<file path="config.mk">
export PLATFORM = sky130hd
export DESIGN_NAME = model_vector_integer_adder_flat
export DESIGN_NICKNAME = d
export VERILOG_FILES = /design/src/rtl/model_vector_integer_adder_pkg.sv /design/src/rtl/model_vector_integer_adder_if.sv /design/src/rtl/model_vector_integer_adder_core.sv /design/src/rtl/model_vector_integer_adder.sv /design/src/flat_wrapper.sv
export SDC_FILE = /design/constraint.sdc
export NUM_CORES = 1
export LEC_CHECK = 0
export CORE_ASPECT_RATIO = 0.9
export CORE_MARGIN = 2
export CORE_UTILIZATION = 56
export CTS_BUF_LIST = sky130_fd_sc_hd__clkbuf_2
export CTS_CLUSTER_SIZE = 25
export DETAILED_ROUTE_END_ITERATION = 10
export PLACE_DENSITY = 0.83
export SYNTH_ARGS = -nofsm -noshare
export SYNTH_HDL_FRONTEND = slang
export SYNTH_SLANG_ARGS = --single-unit
export TNS_END_PERCENT = 1
</file>
<file path="constraint.sdc">
create_clock -name CLK -period 7.8 [get_ports CLK]
set_clock_uncertainty 0.1 [all_clocks]
set_input_delay 0.78 -clock CLK [delete_from_list [all_inputs] [get_ports CLK]]
set_output_delay 0.78 -clock CLK [all_outputs]
set_load 0.02 [all_outputs]
</file>
<file path="src/rtl/model_vector_integer_adder_pkg.sv">
// Shared constants and FSM state encodings for the vector integer adder.
// The integer constants are sized at their point of use with a width cast.
package model_arithmetic_pkg;

  localparam int ZERO_DATA    = 0;
  localparam int ZERO_CONTROL = 0;
  localparam int ONE_CONTROL  = 1;

  typedef enum logic [1:0] {
    STARTER_STATE = 2'd0,
    INPUT_STATE   = 2'd1,
    ENDER_STATE   = 2'd2
  } state_t;

endpackage

</file>
<file path="src/rtl/model_vector_integer_adder_if.sv">
// Handshake and data bus of the element-serial vector adder.
// The master drives operands and control; the slave (the adder) returns results.
interface model_vector_integer_adder_if #(
  parameter int DATA_SIZE    = 64,
  parameter int CONTROL_SIZE = 4
);

  logic                    START;
  logic                    READY;
  logic                    OPERATION;
  logic                    SIGNED_MODE;
  logic [CONTROL_SIZE-1:0] SIZE_IN;
  logic                    DATA_A_IN_ENABLE;
  logic                    DATA_B_IN_ENABLE;
  logic                    DATA_IN_ENABLE;
  logic [DATA_SIZE-1:0]    DATA_A_IN;
  logic [DATA_SIZE-1:0]    DATA_B_IN;
  logic                    DATA_OUT_ENABLE;
  logic [DATA_SIZE-1:0]    DATA_OUT;
  logic                    OVERFLOW_OUT;
  logic                    OVERFLOW_ANY_OUT;

  modport master (
    output START, OPERATION, SIGNED_MODE, SIZE_IN,
    output DATA_A_IN_ENABLE, DATA_B_IN_ENABLE, DATA_A_IN, DATA_B_IN,
    input  READY, DATA_IN_ENABLE, DATA_OUT_ENABLE, DATA_OUT,
    input  OVERFLOW_OUT, OVERFLOW_ANY_OUT
  );

  modport slave (
    input  START, OPERATION, SIGNED_MODE, SIZE_IN,
    input  DATA_A_IN_ENABLE, DATA_B_IN_ENABLE, DATA_A_IN, DATA_B_IN,
    output READY, DATA_IN_ENABLE, DATA_OUT_ENABLE, DATA_OUT,
    output OVERFLOW_OUT, OVERFLOW_ANY_OUT
  );

endinterface

</file>
<file path="src/rtl/model_vector_integer_adder_core.sv">
// Combinational add/subtract with signed/unsigned overflow detection.
// With MODEL_VECTOR_INTEGER_ADDER_SATURATION_EN defined, overflowing results clamp.
module model_integer_adder_core #(
  parameter int DATA_SIZE = 64
) (
  input  logic [DATA_SIZE-1:0] A,
  input  logic [DATA_SIZE-1:0] B,
  input  logic                 OPERATION,
  input  logic                 SIGNED_MODE,
  output logic [DATA_SIZE-1:0] result,
  output logic                 overflow
);

  localparam int MSB = DATA_SIZE - 1;

  logic [DATA_SIZE:0]   wide;
  logic [DATA_SIZE-1:0] raw;

  // The extra top bit is the carry on add and the borrow on subtract.
  always_comb begin
    if (OPERATION) begin
      wide = {1'b0, A} - {1'b0, B};
    end else begin
      wide = {1'b0, A} + {1'b0, B};
    end
    raw = wide[DATA_SIZE-1:0];
  end

  always_comb begin
    overflow = 1'b0;
    if (SIGNED_MODE) begin
      if (OPERATION) begin
        overflow = (A[MSB] != B[MSB]) && (raw[MSB] != A[MSB]);
      end else begin
        overflow = (A[MSB] == B[MSB]) && (raw[MSB] != A[MSB]);
      end
    end else begin
      overflow = wide[DATA_SIZE];
    end
  end

`ifdef MODEL_VECTOR_INTEGER_ADDER_SATURATION_EN
  // Signed clamps follow the sign of A, which is the sign the true result shares.
  always_comb begin
    result = raw;
    if (overflow) begin
      if (SIGNED_MODE) begin
        result = A[MSB] ? {1'b1, {(DATA_SIZE-1){1'b0}}} : {1'b0, {(DATA_SIZE-1){1'b1}}};
      end else begin
        result = OPERATION ? {DATA_SIZE{1'b0}} : {DATA_SIZE{1'b1}};
      end
    end
  end
`else
  assign result = raw;
`endif

endmodule

</file>
<file path="src/rtl/model_vector_integer_adder.sv">
// Element-serial vector adder/subtractor: one result per operand pair, READY per vector.
// Saturation instead of wrap is selected by MODEL_VECTOR_INTEGER_ADDER_SATURATION_EN.
module model_vector_integer_adder
  import model_arithmetic_pkg::*;
#(
  parameter int DATA_SIZE    = 64,
  parameter int CONTROL_SIZE = 4
) (
  input logic                         CLK,
  input logic                         RST,
  model_vector_integer_adder_if.slave bus
);

  state_t state;
  state_t next_state;

  logic [CONTROL_SIZE-1:0] index;
  logic [CONTROL_SIZE-1:0] size;
  logic                    operation;
  logic                    signed_mode;
  logic [DATA_SIZE-1:0]    a_data;
  logic [DATA_SIZE-1:0]    b_data;
  logic                    a_got;
  logic                    b_got;
  logic                    both_held;
  logic                    last_element;
  logic                    size_zero;

  logic [DATA_SIZE-1:0]    core_result;
  logic                    core_overflow;

  logic                    data_in_enable;
  logic                    ready;
  logic                    data_out_enable;
  logic [DATA_SIZE-1:0]    data_out;
  logic                    overflow_out;
  logic                    overflow_any;

  // An operand arriving this cycle counts as held, so same-cycle pairs advance at once.
  assign both_held    = (a_got | bus.DATA_A_IN_ENABLE) & (b_got | bus.DATA_B_IN_ENABLE);
  assign last_element = (index == size - CONTROL_SIZE'(ONE_CONTROL));
  assign size_zero    = (bus.SIZE_IN == CONTROL_SIZE'(ZERO_CONTROL));

  always_ff @(posedge CLK or posedge RST) begin
    if (RST) begin
      state <= STARTER_STATE;
    end else begin
      state <= next_state;
    end
  end

  always_comb begin
    next_state = state;
    case (state)
      STARTER_STATE: if (bus.START && !size_zero) next_state = INPUT_STATE;
      INPUT_STATE:   if (both_held) next_state = ENDER_STATE;
      ENDER_STATE:   next_state = last_element ? STARTER_STATE : INPUT_STATE;
      default:       next_state = STARTER_STATE;
    endcase
  end

  always_comb begin
    data_in_enable = 1'b0;
    if (state == INPUT_STATE) data_in_enable = 1'b1;
  end

  always_ff @(posedge CLK or posedge RST) begin
    if (RST) begin
      index       <= CONTROL_SIZE'(ZERO_CONTROL);
      size        <= CONTROL_SIZE'(ZERO_CONTROL);
      operation   <= 1'b0;
      signed_mode <= 1'b0;
      a_data      <= DATA_SIZE'(ZERO_DATA);
      b_data      <= DATA_SIZE'(ZERO_DATA);
      a_got       <= 1'b0;
      b_got       <= 1'b0;
    end else begin
      case (state)
        STARTER_STATE: begin
          if (bus.START) begin
            operation   <= bus.OPERATION;
            signed_mode <= bus.SIGNED_MODE;
            size        <= bus.SIZE_IN;
            index       <= CONTROL_SIZE'(ZERO_CONTROL);
            a_got       <= 1'b0;
            b_got       <= 1'b0;
          end
        end
        INPUT_STATE: begin
          if (bus.DATA_A_IN_ENABLE) begin
            a_data <= bus.DATA_A_IN;
            a_got  <= 1'b1;
          end
          if (bus.DATA_B_IN_ENABLE) begin
            b_data <= bus.DATA_B_IN;
            b_got  <= 1'b1;
          end
        end
        ENDER_STATE: begin
          a_got <= 1'b0;
          b_got <= 1'b0;
          if (!last_element) index <= index + CONTROL_SIZE'(ONE_CONTROL);
        end
        default: begin
          a_got <= 1'b0;
          b_got <= 1'b0;
        end
      endcase
    end
  end

  model_integer_adder_core #(
    .DATA_SIZE(DATA_SIZE)
  ) core (
    .A          (a_data),
    .B          (b_data),
    .OPERATION  (operation),
    .SIGNED_MODE(signed_mode),
    .result     (core_result),
    .overflow   (core_overflow)
  );

  // READY and DATA_OUT_ENABLE are single-cycle pulses; results hold until the next element.
  always_ff @(posedge CLK or posedge RST) begin
    if (RST) begin
      ready           <= 1'b0;
      data_out_enable <= 1'b0;
      data_out        <= DATA_SIZE'(ZERO_DATA);
      overflow_out    <= 1'b0;
      overflow_any    <= 1'b0;
    end else begin
      ready           <= 1'b0;
      data_out_enable <= 1'b0;
      case (state)
        STARTER_STATE: begin
          if (bus.START) begin
            overflow_any <= 1'b0;
            if (size_zero) ready <= 1'b1;
          end
        end
        ENDER_STATE: begin
          data_out        <= core_result;
          overflow_out    <= core_overflow;
          data_out_enable <= 1'b1;
          overflow_any    <= overflow_any | core_overflow;
          if (last_element) ready <= 1'b1;
        end
        default: begin
        end
      endcase
    end
  end

  assign bus.DATA_IN_ENABLE   = data_in_enable;
  assign bus.READY            = ready;
  assign bus.DATA_OUT_ENABLE  = data_out_enable;
  assign bus.DATA_OUT         = data_out;
  assign bus.OVERFLOW_OUT     = overflow_out;
  assign bus.OVERFLOW_ANY_OUT = overflow_any;

endmodule

</file>
<file path="src/flat_wrapper.sv">
// flat-port wrapper written by rule: the top's interface ports become plain ports
module model_vector_integer_adder_flat import model_arithmetic_pkg::*;
#(
  parameter int DATA_SIZE    = 64,
  parameter int CONTROL_SIZE = 4
)
  (CLK, RST, bus_START, bus_OPERATION, bus_SIGNED_MODE, bus_SIZE_IN, bus_DATA_A_IN_ENABLE, bus_DATA_B_IN_ENABLE, bus_DATA_A_IN, bus_DATA_B_IN, bus_READY, bus_DATA_IN_ENABLE, bus_DATA_OUT_ENABLE, bus_DATA_OUT, bus_OVERFLOW_OUT, bus_OVERFLOW_ANY_OUT);
  model_vector_integer_adder_if #(.DATA_SIZE(DATA_SIZE), .CONTROL_SIZE(CONTROL_SIZE)) bus_i ();
  input logic CLK;
  input logic RST;
  input wire logic [$bits(bus_i.START)-1:0] bus_START;
  input wire logic [$bits(bus_i.OPERATION)-1:0] bus_OPERATION;
  input wire logic [$bits(bus_i.SIGNED_MODE)-1:0] bus_SIGNED_MODE;
  input wire logic [$bits(bus_i.SIZE_IN)-1:0] bus_SIZE_IN;
  input wire logic [$bits(bus_i.DATA_A_IN_ENABLE)-1:0] bus_DATA_A_IN_ENABLE;
  input wire logic [$bits(bus_i.DATA_B_IN_ENABLE)-1:0] bus_DATA_B_IN_ENABLE;
  input wire logic [$bits(bus_i.DATA_A_IN)-1:0] bus_DATA_A_IN;
  input wire logic [$bits(bus_i.DATA_B_IN)-1:0] bus_DATA_B_IN;
  output wire logic [$bits(bus_i.READY)-1:0] bus_READY;
  output wire logic [$bits(bus_i.DATA_IN_ENABLE)-1:0] bus_DATA_IN_ENABLE;
  output wire logic [$bits(bus_i.DATA_OUT_ENABLE)-1:0] bus_DATA_OUT_ENABLE;
  output wire logic [$bits(bus_i.DATA_OUT)-1:0] bus_DATA_OUT;
  output wire logic [$bits(bus_i.OVERFLOW_OUT)-1:0] bus_OVERFLOW_OUT;
  output wire logic [$bits(bus_i.OVERFLOW_ANY_OUT)-1:0] bus_OVERFLOW_ANY_OUT;
  assign bus_i.START = bus_START;
  assign bus_i.OPERATION = bus_OPERATION;
  assign bus_i.SIGNED_MODE = bus_SIGNED_MODE;
  assign bus_i.SIZE_IN = bus_SIZE_IN;
  assign bus_i.DATA_A_IN_ENABLE = bus_DATA_A_IN_ENABLE;
  assign bus_i.DATA_B_IN_ENABLE = bus_DATA_B_IN_ENABLE;
  assign bus_i.DATA_A_IN = bus_DATA_A_IN;
  assign bus_i.DATA_B_IN = bus_DATA_B_IN;
  assign bus_READY = bus_i.READY;
  assign bus_DATA_IN_ENABLE = bus_i.DATA_IN_ENABLE;
  assign bus_DATA_OUT_ENABLE = bus_i.DATA_OUT_ENABLE;
  assign bus_DATA_OUT = bus_i.DATA_OUT;
  assign bus_OVERFLOW_OUT = bus_i.OVERFLOW_OUT;
  assign bus_OVERFLOW_ANY_OUT = bus_i.OVERFLOW_ANY_OUT;
  model_vector_integer_adder #(.DATA_SIZE(DATA_SIZE), .CONTROL_SIZE(CONTROL_SIZE)) u_core (.CLK(CLK), .RST(RST), .bus(bus_i));
endmodule
</file>
# --- Word-level counts from Yosys, hierarchy flattened ---
# Cells that the tools add are included.
classes:
  addsub: 4
  n_mul: 0
  n_div: 0
  order_cmp: 0
  n_eq_ne: 12
  n_shift: 0
  muxes: 22
  n_bitwise: 4
  n_reduce_logical: 15
op_table:
  columns: ["op", "count"]
  rows:
  - ["64-bit by 64-bit adder with 65-bit output", 1]
  - ["65-bit 2-to-1 mux", 1]
  - ["64-bit by 64-bit subtractor with 65-bit output", 1]
  - ["2-bit AND reduction", 7]
  - ["1-bit 2-to-1 mux", 11]
  - ["4-bit 2-to-1 mux", 2]
  - ["2-bit != test (second input constant)", 4]
  - ["1-bit case mux with 2 select lines", 4]
  - ["4-bit case mux with 2 select lines", 1]
  - ["2-bit case mux with 3 select lines", 1]
  - ["4-bit by 1-bit adder with 4-bit output (second input constant)", 1]
  - ["4-bit equality test", 1]
  - ["4-bit logical NOT", 1]
  - ["2-bit 2-to-1 mux", 2]
  - ["2-bit by 1-bit != test with 1-bit output (second input constant)", 2]
  - ["4-bit by 1-bit subtractor with 4-bit output (second input constant)", 1]
  - ["1-bit logical AND", 3]
  - ["1-bit OR", 3]
  - ["3-bit AND reduction", 1]
  - ["2-bit by 1-bit equality test with 1-bit output (second input constant)", 1]
  - ["2-bit equality test (second input constant)", 1]
  - ["2-bit logical NOT", 1]
  - ["1-bit != test", 2]
  - ["2-bit nonzero test", 1]
  - ["3 further kinds", 3]
word_totals:
  register_bits: 210
  latchBits: 0
  ram_bits: 0
  rom_bits: 0
  in_bits: 139
  output_inout_bits: 69
  elab_cells: 71
  memories: 0

# --- Depth between registers and ports, before layout ---
# Gate-level depths: netlist of the first run.
depth:
  depth_word: 8
  depth_mapped: 23

# --- Cells and area by module ---
# A second synthesis of the first run with hierarchy kept.
hier_totals:
  cells_unflattened: 1441
  area_unflattened_um2: 13294.0
modules_own_cells:
  columns: ["module", "n_inst", "cells_each", "area_per_inst_um2", "seq_area_each_um2"]
  rows:
  - ["model_vector_integer_adder", 1, 637, 8079.0, 5255.0]
  - ["model_integer_adder_core", 1, 804, 5215.0, 0.0]

# --- Worst setup path after synthesis of the first run ---
# OpenSTA, ideal clock, no wires.
synth_timing:
  path_kind: "register to register"
  startpoint: "register u_core.b_data[1]"
  endpoint: "register u_core.overflow_any, in the netlist u_core.bus.OVERFLOW_ANY_OUT"
  t_arrival_ns: 4.575
  required_ns: 7.568
  slack_ns: 2.993
  path_stages_with_launch: 23
  path_buffers: 1
  path_cell_list: "dfrtp_1 -> nor3_2 -> nand3_1 -> or4_1 -> nor2b_2 -> and4b_1 -> nand2_1 -> nor2_2 -> a31oi_1 -> nor2_1 -> xor2_1 -> ha_1 -> clkbuf_1 -> nand4_1 -> nor3_1 -> nand2_1 -> a31o_2 -> a211o_1 -> a21oi_1 -> a41oi_2 -> xnor2_1 -> mux2i_1 -> nand3_1"
synth_via:
  elab_chain_cells: 8
  word_cells_on_any_way: 10
  cone_classes: "2 x add/sub; 1 x eq/ne; 4 x mux; 1 x bitwise; 2 x reduce/logical"
synth_lines:
  columns: ["element", "line", "source"]
  rows:
  - ["from (decl)", "model_vector_integer_adder.sv:22", "logic [DATA_SIZE-1:0] b_data;"]
  - ["from (signal assigned)", "model_vector_integer_adder.sv:74", "b_data <= DATA_SIZE'(ZERO_DATA);"]
  - ["from (signal assigned)", "model_vector_integer_adder.sv:95", "b_data <= bus.DATA_B_IN;"]
  - ["64-bit by 64-bit adder with 65-bit output or 64-bit by 64-bit subtractor with 65-bit output (tied branches)", "model_vector_integer_adder_core.sv:24, model_vector_integer_adder_core.sv:22", null]
  - ["65-bit 2-to-1 mux (*)", "model_vector_integer_adder_core.sv:21", "if (OPERATION) begin"]
  - ["1-bit != test", "model_vector_integer_adder_core.sv:33, model_vector_integer_adder_core.sv:35", null]
  - ["1-bit logical AND, on equally long branches", "model_vector_integer_adder_core.sv:35, model_vector_integer_adder_core.sv:33", null]
  - ["1-bit 2-to-1 mux", "model_vector_integer_adder_core.sv:32", "if (OPERATION) begin"]
  - ["1-bit 2-to-1 mux (*)", "model_vector_integer_adder_core.sv:31", "if (SIGNED_MODE) begin"]
  - ["1-bit OR (*)", "model_vector_integer_adder.sv:145", "overflow_any <= overflow_any | core_overflow;"]
  - ["1-bit case mux with 2 select lines (*)", "model_vector_integer_adder.sv:134", "case (state)"]
  - ["to (signal assigned)", "model_vector_integer_adder.sv:145", null]
  - ["to (decl)", "model_vector_integer_adder.sv:37", "logic overflow_any;"]
# Every way passes the cells marked *; elsewhere a longest branch is shown, timed or not.
# A chain may end at the register's enable or synchronous reset.

# --- Worst setup path after layout of the first run ---
layout_timing:
  startpoint: "register u_core.b_data[1]"
  endpoint: "register u_core.data_out[57], in the netlist u_core.bus.DATA_OUT[57]"
layout_via:
  elab_chain_cells: 2
  word_cells_on_any_way: 3
  cone_classes: "2 x add/sub; 1 x mux"
layout_lines:
  columns: ["element", "line", "source"]
  rows:
  - ["64-bit by 64-bit adder with 65-bit output or 64-bit by 64-bit subtractor with 65-bit output (tied branches)", "model_vector_integer_adder_core.sv:24, model_vector_integer_adder_core.sv:22", null]
  - ["65-bit 2-to-1 mux (*)", "model_vector_integer_adder_core.sv:21", null]
  - ["to (signal assigned)", "model_vector_integer_adder.sv:128", "data_out <= DATA_SIZE'(ZERO_DATA);"]
  - ["to (signal assigned)", "model_vector_integer_adder.sv:142", "data_out <= core_result;"]
  - ["to (decl)", "model_vector_integer_adder.sv:35", "logic [DATA_SIZE-1:0] data_out;"]
# Marks and branches as above.

==> impl_results.md, run 1 <==
* Vias at 11200
* Worst path buffer plus inverter count at 1
* Sum of routed wire length over all layers at 34700 um
* Start point of the worst hold path: u_core.bus.DATA_OUT[43]$_DFFE_PP0P_
* Pins over their slew limit at 0
* CTS clk-pin slew, worst paths at 100 ps
* Quantity of gates resized following cts at 0
* Fmax at 0.176 GHz
* Clock buffer depth at 3
* Total gr overflow at 0
* Status: finished, final reports clean
* Count of flip-flops with a built-in enable after synthesis at 0
* Post-synthesis area per instance at 9.48 um2
* CTS tree: built
* Worst setup SP type: register
* Clock latency on the worst-skew pair at 840 ps
* Register area share after synthesis at 40.1%
* Most common cell after layout, fill and taps aside: sky130_fd_sc_hd__dfrtp_1
* Ys flop type: sky130_fd_sc_hd__dfrtp_1
* Max-Cap Viols at 0
* Dominant delay contributor by cell family on the critical path: simple AND/OR/NAND/NOR gates
* Finished Core Util at 68.6%
* Remaining routing DRC violations at 0
* Layout Area Growth over Synthesis at 21.2%
* Number of nets in the final layout at 1794
* Number of nets still failing antenna checks after routing at 0
* Pin count of the biggest net entering global routing at 133
* DRC marker count from the first detailed-route iteration at 994
* Total CTS buffers at 55
* Final worst-path cycle share at 72.6%
* Height of the chip at 149 um
* Synthesis warning total at 0
* Post-CTS repair timing setup buffer count at 0
* Crit path time final at 5670 ps
* Layout cell share with drive strength beyond 1 at 14.9%
* Total Neg Setup Slack at 0 ps
* Routed wire length per instance at 18.0 um
* Hold buffer count at CTS at 0
* Wire length of the first global-routing pass at 55000 um
* Critical path, cell by cell: nor3_2 > nand3_1 > or4_1 > nor2b_2 > and4b_1 > nand2_1 > nor2_1 > a21oi_1 > xnor2_1 > ha_1 > nand2_1 > nor4_2 > inv_1 > nor3_1 > nand2_1 > o211ai_1 > o221ai_1 > o21ai_0 > nor4_1 > a211o_1
* Worst slack at placement at 2250 ps
* Highest-count cells in the layout ignoring fill and taps: 209 x sky130_fd_sc_hd__dfrtp_1, 207 x sky130_fd_sc_hd__clkdlybuf4s50_1, 162 x sky130_fd_sc_hd__nand2_1, 128 x sky130_fd_sc_hd__mux2_2, 111 x sky130_fd_sc_hd__a21oi_1
* Post-synthesis instance area at 13100 um2
* IO Pins at 208
* Cell at the root of the clock tree: sky130_fd_sc_hd__clkbuf_2
* Area enclosed by the die boundary at 24600 um2
* Crit path max-delay cell type: sky130_fd_sc_hd__or4_1
* Worst flop-to-flop path startpoint: u_core.b_data[1]$_DFFE_PP0P_
* DR vias/cell at 5.82
* Actual transition at the worst max-transition pin at 981 ps
* Clock sinks at 210
* IO buf count at 207
* Most frequent cell on the critical path: sky130_fd_sc_hd__nand2_1
* Final Hold Violating Endpoints at 0
* Area of placed instances at 15300 um2
* Min-Delay Path Depth at 2
* Initial Util at 56.6%
* Type of element capturing the critical path: register
* Distinct cells, synth at 79
* HPWL Detailed at 26500 um
* Synthesized instance count at 1382
* Classification of the worst-slack hold path: reg2reg
* Final-report setup violation count at 0
* Last weighted congestion value of the routability-driven placer at 0.931
* GR Util All Layers at 28.3%
* Largest fanout on the critical path at 9
* Detailed Routing Iterations Pass 1 at 7
* Data arrival, critical path at 6230 ps
* Worst Reg-to-Reg Cells at 20
* Setup repair after global routing missed its margin: false
* Proportion of synthesized flip-flops having asynchronous set or reset at 100%
* Deepest level of the CTS H-tree at 2
* Worst Slack Setup Final at 2130 ps
* Horizontal die dimension at 165 um
* Core outline area at 23100 um2
* End of the worst hold path: u_core.bus.DATA_OUT[43]$_DFFE_PP0P_
* Antenna violations before repair at 3
* Vias in the first global route at 10800
* Largest incremental delay on the critical path at 630 ps
* Setup slack, reg-to-reg at 2130 ps
* Std-Cell Rows at 53
* Relative slew slack at 34.6%
* Capture instance of the worst register-to-register path: u_core.bus.DATA_OUT[57]$_DFFE_PP0P_
* Startpoint-to-endpoint class of the critical path: reg2reg
* Number of nets produced by synthesis at 1589
* Number of flip-flops and latches in the synthesized netlist at 210
* Required time worst endpoint at 8360 ps
* Fin area at 15900 um2
-- flip-flops by register name, summed over array words and instances, names as in the netlist --
signal / count
u_core.bus.DATA_OUT: 64
u_core.a_data: 64
u_core.bus.DATA_OUT_ENABLE: 1
u_core.size: 4
u_core.bus.OVERFLOW_OUT: 1
u_core.index: 4
u_core.b_data: 64
u_core.signed_mode: 1
u_core.operation: 1
u_core.a_got: 1
u_core.bus.OVERFLOW_ANY_OUT: 1
u_core.bus.READY: 1
u_core.b_got: 1
u_core.state: 2
-- how the worst max path moves through the flow --
stage	startpoint	to	cells past startpoint	slack, ps
after detailed placement	u_core.b_data[1]$_DFFE_PP0P_	u_core.bus.DATA_OUT[57]$_DFFE_PP0P_	20	2250
final	u_core.b_data[1]$_DFFE_PP0P_	u_core.bus.DATA_OUT[57]$_DFFE_PP0P_	20	2130
after floorplan	RST	u_core.a_data[0]$_DFFE_PP0P_	1	1180
after global placement	u_core.b_data[1]$_DFFE_PP0P_	u_core.bus.DATA_OUT[54]$_DFFE_PP0P_	20	2390
after CTS	u_core.b_data[1]$_DFFE_PP0P_	u_core.bus.DATA_OUT[57]$_DFFE_PP0P_	20	2170
after global routing	u_core.b_data[1]$_DFFE_PP0P_	u_core.bus.DATA_OUT[57]$_DFFE_PP0P_	20	1690
-- synthesized netlist by cell type, types with 2 or more instances --
library cell	number	area share [%]
sky130_fd_sc_hd__or4_1	7	0.40
sky130_fd_sc_hd__a211oi_1	6	0.34
sky130_fd_sc_hd__a21o_1	18	1.0
sky130_fd_sc_hd__mux2_2	128	11
sky130_fd_sc_hd__and3_1	8	0.38
sky130_fd_sc_hd__xor2_1	33	2.2
sky130_fd_sc_hd__buf_2	4	0.15
sky130_fd_sc_hd__nand4_1	20	0.96
sky130_fd_sc_hd__buf_1	5	0.14
sky130_fd_sc_hd__o21bai_1	16	0.92
sky130_fd_sc_hd__o21ai_0	104	4.0
sky130_fd_sc_hd__a31o_2	2	0.13
sky130_fd_sc_hd__nand3_1	24	0.92
sky130_fd_sc_hd__buf_6	2	0.17
sky130_fd_sc_hd__xnor2_1	93	6.2
sky130_fd_sc_hd__nand2b_1	13	0.62
sky130_fd_sc_hd__a31oi_1	17	0.81
sky130_fd_sc_hd__o211ai_1	7	0.40
sky130_fd_sc_hd__a21oi_1	111	4.2
sky130_fd_sc_hd__o31a_1	2	0.13
sky130_fd_sc_hd__o311ai_0	2	0.13
sky130_fd_sc_hd__a211o_1	8	0.54
sky130_fd_sc_hd__nor2b_1	6	0.29
sky130_fd_sc_hd__and4_1	2	0.13
sky130_fd_sc_hd__o22ai_1	2	0.096
sky130_fd_sc_hd__a21boi_0	2	0.11
sky130_fd_sc_hd__nor4b_1	2	0.13
sky130_fd_sc_hd__mux2i_1	2	0.15
sky130_fd_sc_hd__and2_1	7	0.33
sky130_fd_sc_hd__o31ai_1	7	0.40
sky130_fd_sc_hd__o21ai_1	4	0.15
sky130_fd_sc_hd__clkbuf_1	53	1.5
sky130_fd_sc_hd__o21a_1	7	0.40
sky130_fd_sc_hd__nor3_1	40	1.5
sky130_fd_sc_hd__nand2_1	164	4.7
sky130_fd_sc_hd__nor2_1	84	2.4
sky130_fd_sc_hd__or3_1	6	0.29
sky130_fd_sc_hd__o21ba_2	2	0.15
sky130_fd_sc_hd__inv_1	41	1.2
sky130_fd_sc_hd__ha_1	67	6.4
sky130_fd_sc_hd__dfrtp_1	210	40
sky130_fd_sc_hd__nor4_1	7	0.33
-- layer usage --
metal | GRT usage, % | share of wire [%] | up-vias
li1 | - | - | 5373
met1 | 40.6 | 46 | 5319
met2 | 44.4 | 45 | 439
met3 | 4.61 | 7.3 | 68
met4 | 8.04 | 2.1 | 2
met5 | 0 | 0.029 | -
-- layout make-up --
type                       instances  area, um2
multi-input combinational       1067       7440
fill                            1900       7280
sequential                       210       5260
timing repair buffer             212       2110
tap                              302        378
clock buffer                      75        375
inverter                          41        161
clock inverter                    17        144
antenna                            2       5.00
-- logic make-up (layout without fill, tap and decap cells) --
logic type | after synthesis | count (layout) | synth area share (%)
muxes | 130 | 130 | 11.2
and+or+nand+nor | 402 | 402 | 14.3
AOI/OAI and AO/OA | 341 | 341 | 16.2
buffers and inverters | 105 | 345 | 3.16
DFF | 210 | 210 | 40.1
adders and majority gates | 68 | 68 | 6.55
xor gates and xnor gates | 126 | 126 | 8.43
other | 0 | 2 | 0
-- per-stage QoR --
stage,std cells,hold slack (ps)
floorplan,1382,365
global placement,1832,360
detailed placement,1832,363
CTS,1924,383
global route,1926,392
finish,1926,388
-- worst min-delay path, cell delays in order (launching register included) --
cell	delay, ps
sky130_fd_sc_hd__dfrtp_1	350
sky130_fd_sc_hd__nand2_1	50
sky130_fd_sc_hd__o21ai_0	60
Power of run 1 is not shown: default switching activity piles up to over one toggle a cycle in this logic, so the estimate is an artifact.
==> run 2, diff against run 1 <==
==> constraint.sdc (replaced) <==
create_clock -name CLK -period 5.48 [get_ports CLK]
set_clock_uncertainty 0.1 [all_clocks]
set_input_delay 0.548 -clock CLK [delete_from_list [all_inputs] [get_ports CLK]]
set_output_delay 0.548 -clock CLK [all_outputs]
set_load 0.02 [all_outputs]
==> impl_results.md, run 2 (same netlist as run 1, synthesis figures left out) <==
* Status: finished, final reports clean
* Final-report setup violation count at 0
* Placed cell count at 1838
* Area enclosed by the die boundary at 24600 um2
* GR Util All Layers at 28.3%
* Final standard cell count with taps included and fillers excluded at 1928
* Type of element capturing the critical path: register
* HPWL Detailed at 26800 um
* Clock buffer depth at 3
* Max-Cap Viols at 0
* Number of nets in the final layout at 1798
* Antenna violations before repair at 1
* Deepest level of the CTS H-tree at 2
* Post-CTS repair timing setup buffer count at 0
* Highest-count cells in the layout ignoring fill and taps: 209 x sky130_fd_sc_hd__dfrtp_1, 207 x sky130_fd_sc_hd__clkdlybuf4s50_1, 162 x sky130_fd_sc_hd__nand2_1, 128 x sky130_fd_sc_hd__mux2_2, 111 x sky130_fd_sc_hd__a21oi_1
* Detailed Routing Iterations Pass 1 at 5
* Clock sinks at 210
* Vias at 11400
* Actual transition at the worst max-transition pin at 903 ps
* CTS clk-pin slew, worst paths at 110 ps
* Worst setup SP type: register
* Remaining routing DRC violations at 0
* Hold buffer count at CTS at 0
* Pins over their slew limit at 0
* Startpoint-to-endpoint class of the critical path: reg2reg
* Total gr overflow at 0
* IO buf count at 207
* Initial Util at 56.6%
* Layout Area Growth over Synthesis at 21.2%
* Relative slew slack at 39.2%
* Fmax at 0.193 GHz
* Capture instance of the worst register-to-register path: u_core.bus.DATA_OUT[37]$_DFFE_PP0P_
* Largest fanout on the critical path at 7
* Area occupied by multi-input gates at 7480 um2
* Quantity of gates resized following cts at 0
* Height of the chip at 149 um
* Cell at the root of the clock tree: sky130_fd_sc_hd__clkbuf_2
* Std-Cell Rows at 53
* Worst flop-to-flop path startpoint: u_core.b_data[1]$_DFFE_PP0P_
* Required time worst endpoint at 6040 ps
* Classification of the worst-slack hold path: in2async
* Sequential standard cell area at 5260 um2
* Final Hold Violating Endpoints at 0
* Worst setup startpoint: u_core.b_data[1]$_DFFE_PP0P_
* Core outline area at 23100 um2
* Clock latency on the worst-skew pair at 870 ps
* Routed wire length per instance at 18.3 um
* Wire length of the first global-routing pass at 55100 um
* Setup slack, reg-to-reg at 300 ps
* Finished Core Util at 68.6%
* Most common cell after layout, fill and taps aside: sky130_fd_sc_hd__dfrtp_1
* Total Neg Setup Slack at 0 ps
* Vias in the first global route at 11000
* DR vias/cell at 5.93
* Horizontal die dimension at 165 um
* Sum of routed wire length over all layers at 35300 um
* Total CTS buffers at 53
* Worst Reg-to-Reg Cells at 19
* Fill cells at 1824
* Final worst-path cycle share at 94.5%
* Crit path time final at 5180 ps
* Data arrival, critical path at 5740 ps
* CTS tree: built
* Last weighted congestion value of the routability-driven placer at 0.952
* IO Pins at 208
* DRC marker count from the first detailed-route iteration at 1039
* Number of nets still failing antenna checks after routing at 0
* Crit path to: u_core.bus.DATA_OUT[37]$_DFFE_PP0P_
* Pin count of the biggest net entering global routing at 109
* Layout cell share with drive strength beyond 1 at 15.4%
==> run 2: per-layer routing <==
metal	up-vias	global-route usage [%]	share of wire, %
met5	-	0	0
met4	0	9.48	2.7
met3	71	4.48	7.4
met2	483	43.1	45
met1	5515	41.3	45
li1	5371	-	-
==> run 2: worst max-delay path, stage by stage (launching register included) <==
cell	delay, ps
sky130_fd_sc_hd__dfrtp_1	440
sky130_fd_sc_hd__inv_1	80
sky130_fd_sc_hd__ha_1	160
sky130_fd_sc_hd__nor2b_1	230
sky130_fd_sc_hd__nand3_1	200
sky130_fd_sc_hd__nor4_1	320
sky130_fd_sc_hd__buf_4	200
sky130_fd_sc_hd__nor2_1	50
sky130_fd_sc_hd__xnor2_1	160
sky130_fd_sc_hd__ha_1	380
sky130_fd_sc_hd__a21o_1	250
sky130_fd_sc_hd__a21o_1	180
sky130_fd_sc_hd__a21o_1	200
sky130_fd_sc_hd__a222oi_1	630
sky130_fd_sc_hd__o31ai_2	200
sky130_fd_sc_hd__a21bo_1	320
sky130_fd_sc_hd__a31oi_1	380
sky130_fd_sc_hd__o21ai_1	160
sky130_fd_sc_hd__xnor2_1	270
sky130_fd_sc_hd__o21ai_0	120
==> run 2: how the worst min path moves through the flow <==
stage,from,end
4_1_cts,RST,u_core.bus.DATA_OUT[44]$_DFFE_PP0P_
6_report,RST,u_core.bus.DATA_OUT[44]$_DFFE_PP0P_
2_1_floorplan,u_core.size[3]$_DFFE_PP0P_,u_core.size[3]$_DFFE_PP0P_
5_1_grt,RST,u_core.bus.DATA_OUT[44]$_DFFE_PP0P_
3_3_place_gp,u_core.bus.DATA_OUT[63]$_DFFE_PP0P_,u_core.bus.DATA_OUT[63]$_DFFE_PP0P_
3_5_place_dp,u_core.bus.DATA_OUT[1]$_DFFE_PP0P_,u_core.bus.DATA_OUT[1]$_DFFE_PP0P_
==> run 2: layout make-up <==
cell class	count	area share, %
clock buffer	69	2.18
inverter	41	0.994
multi-input combinational	1067	47.1
tap	302	2.38
sequential	210	33.1
timing repair buffer	218	13.7
antenna	1	0.0158
clock inverter	20	0.497
==> run 2: stage by stage <==
stage,worst slack (ps),hold slack (ps),area (um2)
2_1_floorplan,673,365,13100
3_3_place_gp,314,357,15400
3_5_place_dp,170,363,15400
4_1_cts,62.4,36.3,15800
5_1_grt,-0.895,75.8,15900
6_report,303,66.0,15900
Power of run 2 is left out for the same reason.
==> run 3, diff against run 2 <==
--- a/config.mk
+++ b/config.mk
@@ -9,6 +9,7 @@
 export CORE_MARGIN = 2
 export CORE_UTILIZATION = 56
 export CTS_BUF_LIST = sky130_fd_sc_hd__clkbuf_2
+export CTS_CLUSTER_DIAMETER = 30
 export CTS_CLUSTER_SIZE = 25
 export DETAILED_ROUTE_END_ITERATION = 10
 export PLACE_DENSITY = 0.83
==> constraint.sdc (replaced) <==
create_clock -name CLK -period 5.2 [get_ports CLK]
set_clock_uncertainty 0.1 [all_clocks]
set_input_delay 0.52 -clock CLK [delete_from_list [all_inputs] [get_ports CLK]]
set_output_delay 0.52 -clock CLK [all_outputs]
set_load 0.02 [all_outputs]
==> impl_results.md, run 3 (same netlist as run 1, synthesis figures left out) <==
* GR Util All Layers at 29.8%
* Layout Area Growth over Synthesis at 25.2%
* Pins over their slew limit at 0
* CTS clk-pin slew, worst paths at 150 ps
* Fin area at 16400 um2
* Area enclosed by the die boundary at 24600 um2
* Status: finished, final reports clean
* IO buf count at 207
* Most frequent cell on the critical path: sky130_fd_sc_hd__nand3_1
* Max-Cap Viols at 0
* Startpoint-to-endpoint class of the critical path: reg2reg
* Detailed Routing Iterations Pass 1 at 6
* HPWL Detailed at 27900 um
* Fmax at 0.198 GHz
* Wire length of the first global-routing pass at 58000 um
* Clock latency on the worst-skew pair at 840 ps
* Number of nets still failing antenna checks after routing at 0
* DR vias/cell at 5.89
* DRC marker count from the first detailed-route iteration at 1072
* Antenna violations before repair at 1
* Relative slew slack at 30.1%
* Layout cell share with drive strength beyond 1 at 18.2%
* Finished Core Util at 70.8%
* IO Pins at 208
* Total CTS buffers at 46
* Dominant delay contributor by cell family on the critical path: simple AND/OR/NAND/NOR gates
* Sum of routed wire length over all layers at 36600 um
* Height of the chip at 149 um
* Number of nets in the final layout at 1814
* Crit path max-delay cell type: sky130_fd_sc_hd__or4_4
* Vias at 11500
* Total Neg Setup Slack at 0 ps
* Actual transition at the worst max-transition pin at 1050 ps
* Type of element capturing the critical path: register
* Data arrival, critical path at 5640 ps
* Horizontal die dimension at 165 um
* Area occupied by multi-input gates at 7570 um2
* Sequential standard cell area at 5260 um2
* Clock sinks at 210
* Std-Cell Rows at 53
* Routed wire length per instance at 18.8 um
* Final worst-path cycle share at 96.9%
* Critical path, cell by cell: nor3_4 > nand3_1 > or4_4 > nor2b_2 > and4b_1 > nand2_1 > nor2_4 > and2_1 > nor2_1 > xnor2_1 > ha_1 > buf_4 > nand4_1 > nor4b_1 > nand3_1 > o211a_4 > nor3b_2 > nor3_1 > a211o_1
* Area of placed instances at 15500 um2
* Setup repair after global routing missed its margin: true
* Required time worst endpoint at 5800 ps
* Classification of the worst-slack hold path: in2async
* Worst path buffer plus inverter count at 1
* Fill cells at 1746
* Deepest level of the CTS H-tree at 2
* Vias in the first global route at 11400
* Clock buffer depth at 3
* Core outline area at 23100 um2
* Worst setup SP type: register
* Final Hold Violating Endpoints at 0
* Last weighted congestion value of the routability-driven placer at 0.982
* Highest-count cells in the layout ignoring fill and taps: 207 x sky130_fd_sc_hd__clkdlybuf4s50_1, 207 x sky130_fd_sc_hd__dfrtp_1, 162 x sky130_fd_sc_hd__nand2_1, 128 x sky130_fd_sc_hd__mux2_2, 108 x sky130_fd_sc_hd__a21oi_1
* Final-report setup violation count at 0
* Cell at the root of the clock tree: sky130_fd_sc_hd__clkbuf_2
* Crit path time final at 5040 ps
* Total gr overflow at 0
* Pin count of the biggest net entering global routing at 112
* Remaining routing DRC violations at 0
* Largest fanout on the critical path at 7
* Largest incremental delay on the critical path at 560 ps
* CTS tree: built
* Initial Util at 56.6%
run 3: cell count changes in the layout (fill, tap and decap cells not counted), sizes merged:
cell	before	now
buf	11	34
bufinv	0	9
clkbuf	69	53
clkinv	19	15
clkinvlp	1	6
inv	41	44
run 3: layout make-up:
| cell class | instances | share of cell area [%] |
|---|---|---|
| Multi-Input combinational cell | 1067 | 46.2 |
| Clock inverter | 33 | 2.55 |
| Inverter | 41 | 0.962 |
| Timing Repair Buffer | 241 | 14.3 |
| Sequential cell | 210 | 32.1 |
| Clock buffer | 53 | 1.62 |
| Antenna cell | 1 | 0.0153 |
| Tap cell | 302 | 2.30 |
run 3: path summary, 6_finish.rpt:
| path | endpoint | from | slack (ps) | cells after the start |
|---|---|---|---|---|
| hold reg to reg | u_core.bus.DATA_OUT[10]$_DFFE_PP0P_ | u_core.bus.DATA_OUT[10]$_DFFE_PP0P_ | 400 | 2 |
| setup reg to reg | u_core.bus.DATA_OUT[62]$_DFFE_PP0P_ | u_core.b_data[2]$_DFFE_PP0P_ | 160 | 19 |
| max in group asynchronous | u_core.a_data[45]$_DFFE_PP0P_ | RST | 3710 | 4 |
| setup / recovery | u_core.bus.DATA_OUT[62]$_DFFE_PP0P_ | u_core.b_data[2]$_DFFE_PP0P_ | 160 | 19 |
| hold / removal | u_core.index[2]$_DFFE_PP0P_ | RST | 80 | 3 |
| min in group CLK | u_core.size[3]$_DFFE_PP0P_ | bus_SIZE_IN[3] | 160 | 3 |
run 3: routing by layer:
layer / GRT usage [%] / routed length [um] / share of wire, %
met5: 0 / 0 / 0
met4: 10.1 / 1090 / 3.0
met3: 4.67 / 2410 / 6.6
met2: 46.4 / 16700 / 46
met1: 42.6 / 16400 / 45
run 3: metrics by stage:
step                hold slack (ps)  cells  setup WS [ps]
floorplan                       365   1382            393
global placement                363   1857            223
detailed placement              370   1857           75.7
CTS                            17.9   1944           6.47
global route                   60.7   1948          -78.4
finish                         76.3   1948            160
run 3: worst min-delay path: cells and delay by family:
family | cells | cell delay, ps
buffers and inverters | 3 | 960
run 3: repair_timing:
action,CTS,global route
gates resized for setup,0,37
pin swaps,1,3
hold endpoints to repair,0,0
setup buffers,1,3
endpoints found under the setup margin,2,26
hold buffers,0,0
Power of run 3 is left out for the same reason.
